### config.mk
export PLATFORM = sky130hd
export DESIGN_NAME = turn_signal_input
export DESIGN_NICKNAME = d
export VERILOG_FILES = /design/src/rtl/turn_signal_input.sv
export SDC_FILE = /design/constraint.sdc
export NUM_CORES = 1
export LEC_CHECK = 0
export ABC_CLOCK_PERIOD_IN_PS = 2400
export CAP_MARGIN = 20
export CORE_UTILIZATION = 55
export DETAILED_ROUTE_END_ITERATION = 7
export PLACE_DENSITY = 0.76
export SYNTH_ARGS = -nofsm -noshare
export SYNTH_HDL_FRONTEND = slang
export SYNTH_SLANG_ARGS = --single-unit
### constraint.sdc
create_clock -name clk -period 2.4 [get_ports clk]
set_input_delay 0.36 -clock clk [delete_from_list [all_inputs] [get_ports clk]]
set_output_delay 0.36 -clock clk [all_outputs]
set_load 0.01 [all_outputs]
### src/rtl/turn_signal_input.sv
// Turn-lever and hazard-button front end: synchronizes and debounces the raw
// contacts, toggles hazard mode on button presses, and paces left/right requests.
module turn_signal_input #(
    parameter int DEBOUNCE_CYCLES = 4,
    parameter int TICK_DIV        = 8
) (
    input  logic clk,
    input  logic reset,
    input  logic sw_left,
    input  logic sw_right,
    input  logic btn_hazard,
    output logic left,
    output logic right,
    output logic tick
);

    localparam int CW = (DEBOUNCE_CYCLES > 1) ? $clog2(DEBOUNCE_CYCLES) : 1;
    localparam int TW = $clog2(TICK_DIV);
    localparam logic [CW-1:0] CNT_LAST  = CW'(DEBOUNCE_CYCLES - 1);
    localparam logic [TW-1:0] TICK_LAST = TW'(TICK_DIV - 1);

    // Bit 0 = left, bit 1 = right, bit 2 = hazard.
    logic [2:0]    raw;
    logic [2:0]    s1;
    logic [2:0]    s2;
    logic [2:0]    db;
    logic [CW-1:0] cnt [3];
    logic          hz_d;
    logic          hz_rise;
    logic          hazard_on;
    logic [TW-1:0] tick_cnt;

    assign raw     = {btn_hazard, sw_right, sw_left};
    assign hz_rise = db[2] & ~hz_d;
    assign tick    = (tick_cnt == TICK_LAST);

    // Two-flop synchronizer for all three raw contacts.
    always_ff @(posedge clk) begin
        if (reset) begin
            s1 <= '0;
            s2 <= '0;
        end else begin
            s1 <= raw;
            s2 <= s1;
        end
    end

    // Per-input debouncer: level only accepted after an unbroken run of disagreement.
    always_ff @(posedge clk) begin
        if (reset) begin
            db <= '0;
            for (int i = 0; i < 3; i++) begin
                cnt[i] <= '0;
            end
        end else begin
            for (int i = 0; i < 3; i++) begin
                if (s2[i] == db[i]) begin
                    cnt[i] <= '0;
                end else if (cnt[i] == CNT_LAST) begin
                    db[i]  <= s2[i];
                    cnt[i] <= '0;
                end else begin
                    cnt[i] <= cnt[i] + CW'(1);
                end
            end
        end
    end

    // Hazard mode flips on each debounced press; releases are ignored.
    always_ff @(posedge clk) begin
        if (reset) begin
            hz_d      <= 1'b0;
            hazard_on <= 1'b0;
        end else begin
            hz_d <= db[2];
            if (hz_rise) begin
                hazard_on <= ~hazard_on;
            end
        end
    end

    // Free-running pacing counter; tick is decoded from its terminal value.
    always_ff @(posedge clk) begin
        if (reset) begin
            tick_cnt <= '0;
        end else if (tick_cnt == TICK_LAST) begin
            tick_cnt <= '0;
        end else begin
            tick_cnt <= tick_cnt + TW'(1);
        end
    end

    // Requests update only on tick edges, using the hazard state before any toggle.
    always_ff @(posedge clk) begin
        if (reset) begin
            left  <= 1'b0;
            right <= 1'b0;
        end else if (tick) begin
            left  <= db[0] | hazard_on;
            right <= db[1] | hazard_on;
        end
    end

endmodule

-- Word level (Yosys, flattened, before mapping)
Memory sizes are Yosys's and may differ from the RTL's.
Index checks and enable logic that the tools add are counted.
Widths: inputs -> output; s select.
- bits in registers: 16
- bits in writable memories: 6
- word-level logic and storage cells: 87
- memories kept: 1
- memory list (memory ; words ; bits a word ; read ports ; clocked after Yosys merged registers in ; write ports ; RTL line ; source):
    cnt ; 3 ; 2 ; 3 ; 0 ; 3 ; 27 ; logic [CW-1:0] cnt [3];
- add/sub/neg operators: 4
- eq/ne operators: 7
- multiplexer cells: 44
- bitwise logic cells: 17
- reduce and logical (&&, ||, !) cells: 4
- operators with widths (cell ; count):
    $mux 1 ; 35
    $mux 2 ; 9
    $or 1x1->1 ; 11
    $add 2x1->2 const B ; 3
    $eq 2x2->1 const B ; 3
    $reduce_and 2->1 ; 3
    $not 1->1 ; 5
    $add 3x1->3 const B ; 1
    $eq 1x1->1 ; 3
    $eq 3x3->1 const B ; 1
    $reduce_or 2->1 ; 1
    $and 1x1->1 ; 1

-- Logic depth before layout (Yosys ltp)
- depth after elaboration: 7
- depth in mapped cells: 4
- depth with buffers taken out: 4

-- Worst setup path after synthesis
Ideal clock, no wire load.
- path kind: reg-to-output
- start: register tick_cnt[0]
- end: output port tick
- arrival: 0.746 ns
- required time: 2.040 ns
- slack: 1.294 ns
- cell stages (with the launch flop): 3
- cells stage by stage: dfxtp_1 ha_1 ha_1
- cells in the longest elaborated chain, start to end: 1
- ends and longest elaborated chain (what ; RTL line ; source):
    start: declaration ; 31 ; logic [TW-1:0] tick_cnt;
    start signal: assignment ; 89 ; tick_cnt <= tick_cnt + TW'(1);
    $eq 3x3->1 ; 35 ; assign tick = (tick_cnt == TICK_LAST);
    end: declaration ; 14 ; output logic tick
Every way passes these cells.

-- Final worst setup path
Same ends and word-level chain as after synthesis.

==> summary.txt <==
Finish
  – Fin nets: 91
  – Layout cell share with drive strength beyond 1: 13.8%
  – # fillers: 107
  – # diodes: 0
  – Register area: 500 um2
  – Multi-input logic area: 362 um2
  – Post-route cell area: 985 um2
  – Area grow syn2layout: 13.7%
  – Finished Layout Cells: 95

Min path
  – Hold WC Path Type: flop to flop

Synth
  – Most instantiated library cell after synthesis: dfxtp_1
  – Synth area leader: dfxtp_1
  – Post-Synthesis Cells: 65
  – Post-Synth XOR/XNOR Area: 3.03%
  – Ys async rst share: 0%
  – Avg Cell Area, Syn: 13.3 um2
  – Number of synthesized flops with an enable pin: 6
  – Ys flop type: dfxtp_1
  – Synth top area share: 37.0%
  – FF+latch count, synth: 22
  – Post-Syn Area: 866 um2
  – Mux share of post-synthesis cell area: 5.20%
  – Main area contributors after synthesis: dfxtp_1, edfxtp_1, ha_1
  – Commonest cells post-synth: dfxtp_1, nor2_1, nor2b_1
  – Register area share after synthesis: 57.8%
  – Largest family of logic cells by synthesized area: simple AND/OR/NAND/NOR gates
  – YS warnings: 0
  – Post-synthesis simple-gate area fraction: 22.0%
  – Count of different cell masters after synthesis: 16
  – Compound-Gate Fraction of Synth Area: 1.73%
  – Post-Synth Adder-Cell Area: 7.23%

Placement
  – Port buffer count: 7
  – Placer Congestion: 0.654
  – HPWL after DPL: 717 um
  – Placed Instance Area: 958 um2
  – Placed cell count: 91

Setup path
  – CP arrival: 1670 ps
  – Worst path required time: 2040 ps
  – CP most frequent cell: ha_1
  – Crit start category: flop
  – Max incr delay on CP: 580 ps
  – Crit path capture type: primary output
  – Max Fanout on Critical Path: 8
  – CP Cell Sequence: ha_1 > ha_1 > clkdlybuf4s50_1
  – CP Class: flop to primary output
  – Buf/Inv on CP: 1
  – Slowest CP cell: clkdlybuf4s50_1
  – Cell family with most CP delay: buffers and inverters

Global routing
  – Total congestion overflow: 0
  – Initial antenna violation count: 0
  – GRT Util Overall: 13.3%
  – Pin count of the biggest net entering global routing: 14
  – First-pass GRT wire length: 1.73 mm
  – Vias in the first global route: 445

Clocking
  – Clock Sinks: 22
  – Post-CTS Resized: 0
  – Deepest clock path buffer count: 2
  – Setup bufs post-CTS: 0
  – CTS root buf: clkbuf_4
  – Clock-pin slew on the worst setup and hold paths: 110 ps
  – H-tree depth: 1
  – Cts bufs inserted: 3
  – Hold Buf Count CTS: 0
  – CTS tree: built
  – Worst-skew pair later-pin latency: 290 ps

Timing
  – Max frequency: 493 MHz
  – Max-slew violation count: 0
  – Sum Neg Setup Slack: 0 ps
  – Final hold vios: 0
  – Setup violations, final: 0
  – Final Cycle Share: 84.5%
  – Minimum clock period after layout: 2030 ps
  – Clk_skew: 4.12 ps
  – Unrepaired setup endpoints after global routing: no

Power
  – P_int: 0.000478 W
  – Peak VDD IR: 414 uV
  – Static Leakage: 0.369 nW
  – PwrDens: 611 mW/mm2
  – Net Switching: 0.000124 W
  – Combinational power share: 6.7%
  – Flop pwr share: 66.9%
  – Clock power share: 26.4%
  – Net switching fraction of the power: 20.6%

Die
  – Die ar.: 0.00174 mm2
  – Die H: 41.7 um
  – I/O pin count: 8
  – Area of the core: 0.00138 mm2
  – Chip Width: 41.7 um
  – # rows: 13
  – Initial Util: 62.6%

Detailed routing
  – Drt pass-1 iters: 4
  – DRT iter0 DRCs: 1
  – Detail Route Antenna Nets: 0
  – DR vias/cell: 4.91
  – DRC viols: 0
  – Via count: 466
  – Routed len/inst: 10.2 um
  – Final wirelength: 973 um

Run status
  – Outcome: completed

Run
  – Max Cap Viol: 0
==> layout by cell type (no fill, tap or decap), types with 2 or more instances in the layout <==
cell type,netlist,layout
dfxtp_1,16,16
edfxtp_1,6,6
nor4b_2,3,3
nor2_1,8,8
mux2i_1,3,3
nor3b_1,2,2
a211oi_1,2,2
clkbuf_4,0,3
clkdlybuf4s50_1,0,7
ha_1,5,5
nor4_2,3,3
xnor2_1,3,3
conb_1,1,6
nor2b_1,8,8
==> worst paths after layout <==
check                           end  slack, ps                   start  cells past startpoint
setup reg to reg  left$_SDFFE_PP0P_       1260  tick_cnt[0]$_SDFF_PP0_                      4
hold / removal     s2[1]$_SDFF_PP0_        450        s1[1]$_SDFF_PP0_                      1
setup / recovery               tick        370  tick_cnt[0]$_SDFF_PP0_                      3
hold reg to reg    s2[1]$_SDFF_PP0_        450        s1[1]$_SDFF_PP0_                      1
==> per-layer routing <==
layer | GRT usage, % | wire, um
met5 | 0 | 0
met2 | 20.0 | 427
met4 | 9.68 | 12
met3 | 2.61 | 29
met1 | 17.0 | 503
==> registers in the layout (all words and copies together), names as in the netlist <==
signal	cells
db	3
tick_cnt	3
s2	3
hazard_on	1
left	1
cnt	6
s1	3
right	1
hz_d	1
==> cells by family (layout without fill, tap and decap cells) <==
logic type               count (synthesis)  after routing
AND/OR/NAND/NOR                         26             26
flip-flops                              22             22
adder cells (fa/ha/maj)                  5              5
multiplexers                             4              4
XOR/XNOR                                 3              3
AO/OA/AOI/OAI                            2              2
buffers and inverters                    2             12
other                                    1              6
==> power groups by stage <==
stage | clock [W] | sequential, W | combinational, W
floorplan | 0 | 0.000409 | 0.0000306
global placement | 0 | 0.000411 | 0.0000395
detailed placement | 0 | 0.000411 | 0.0000409
CTS | 0.000171 | 0.000403 | 0.0000408
global route | 0.000184 | 0.000404 | 0.0000455
finish | 0.000159 | 0.000403 | 0.0000404
==> layout make-up <==
class / instances / area share [%]
clock buffers: 3 / 2.29
clock inverters: 1 / 0.381
multi-input cells: 46 / 36.7
flip-flops and latches: 22 / 50.8
well taps: 15 / 1.91
repair buffers: 8 / 7.88
==> through the flow <==
step           worst slack [ps]  utilization, %  total power (W)  hold slack (ps)
2_1_floorplan              1290               -         0.000440              404
3_3_place_gp                697            69.3         0.000450              418
3_5_place_dp                676            69.3         0.000452              424
4_1_cts                     345            71.2         0.000614              453
5_1_grt                     239            71.2         0.000634              465
6_report                    372            71.2         0.000602              448
==> worst reg2reg max path: cells and delay by family (launching register included) <==
kind            cells  cell delay [ps]
compound gates      1              190
fa+ha+maj           2              440
simple gates        1               80
flops               1              360
Power figures use the tool's default switching activity.
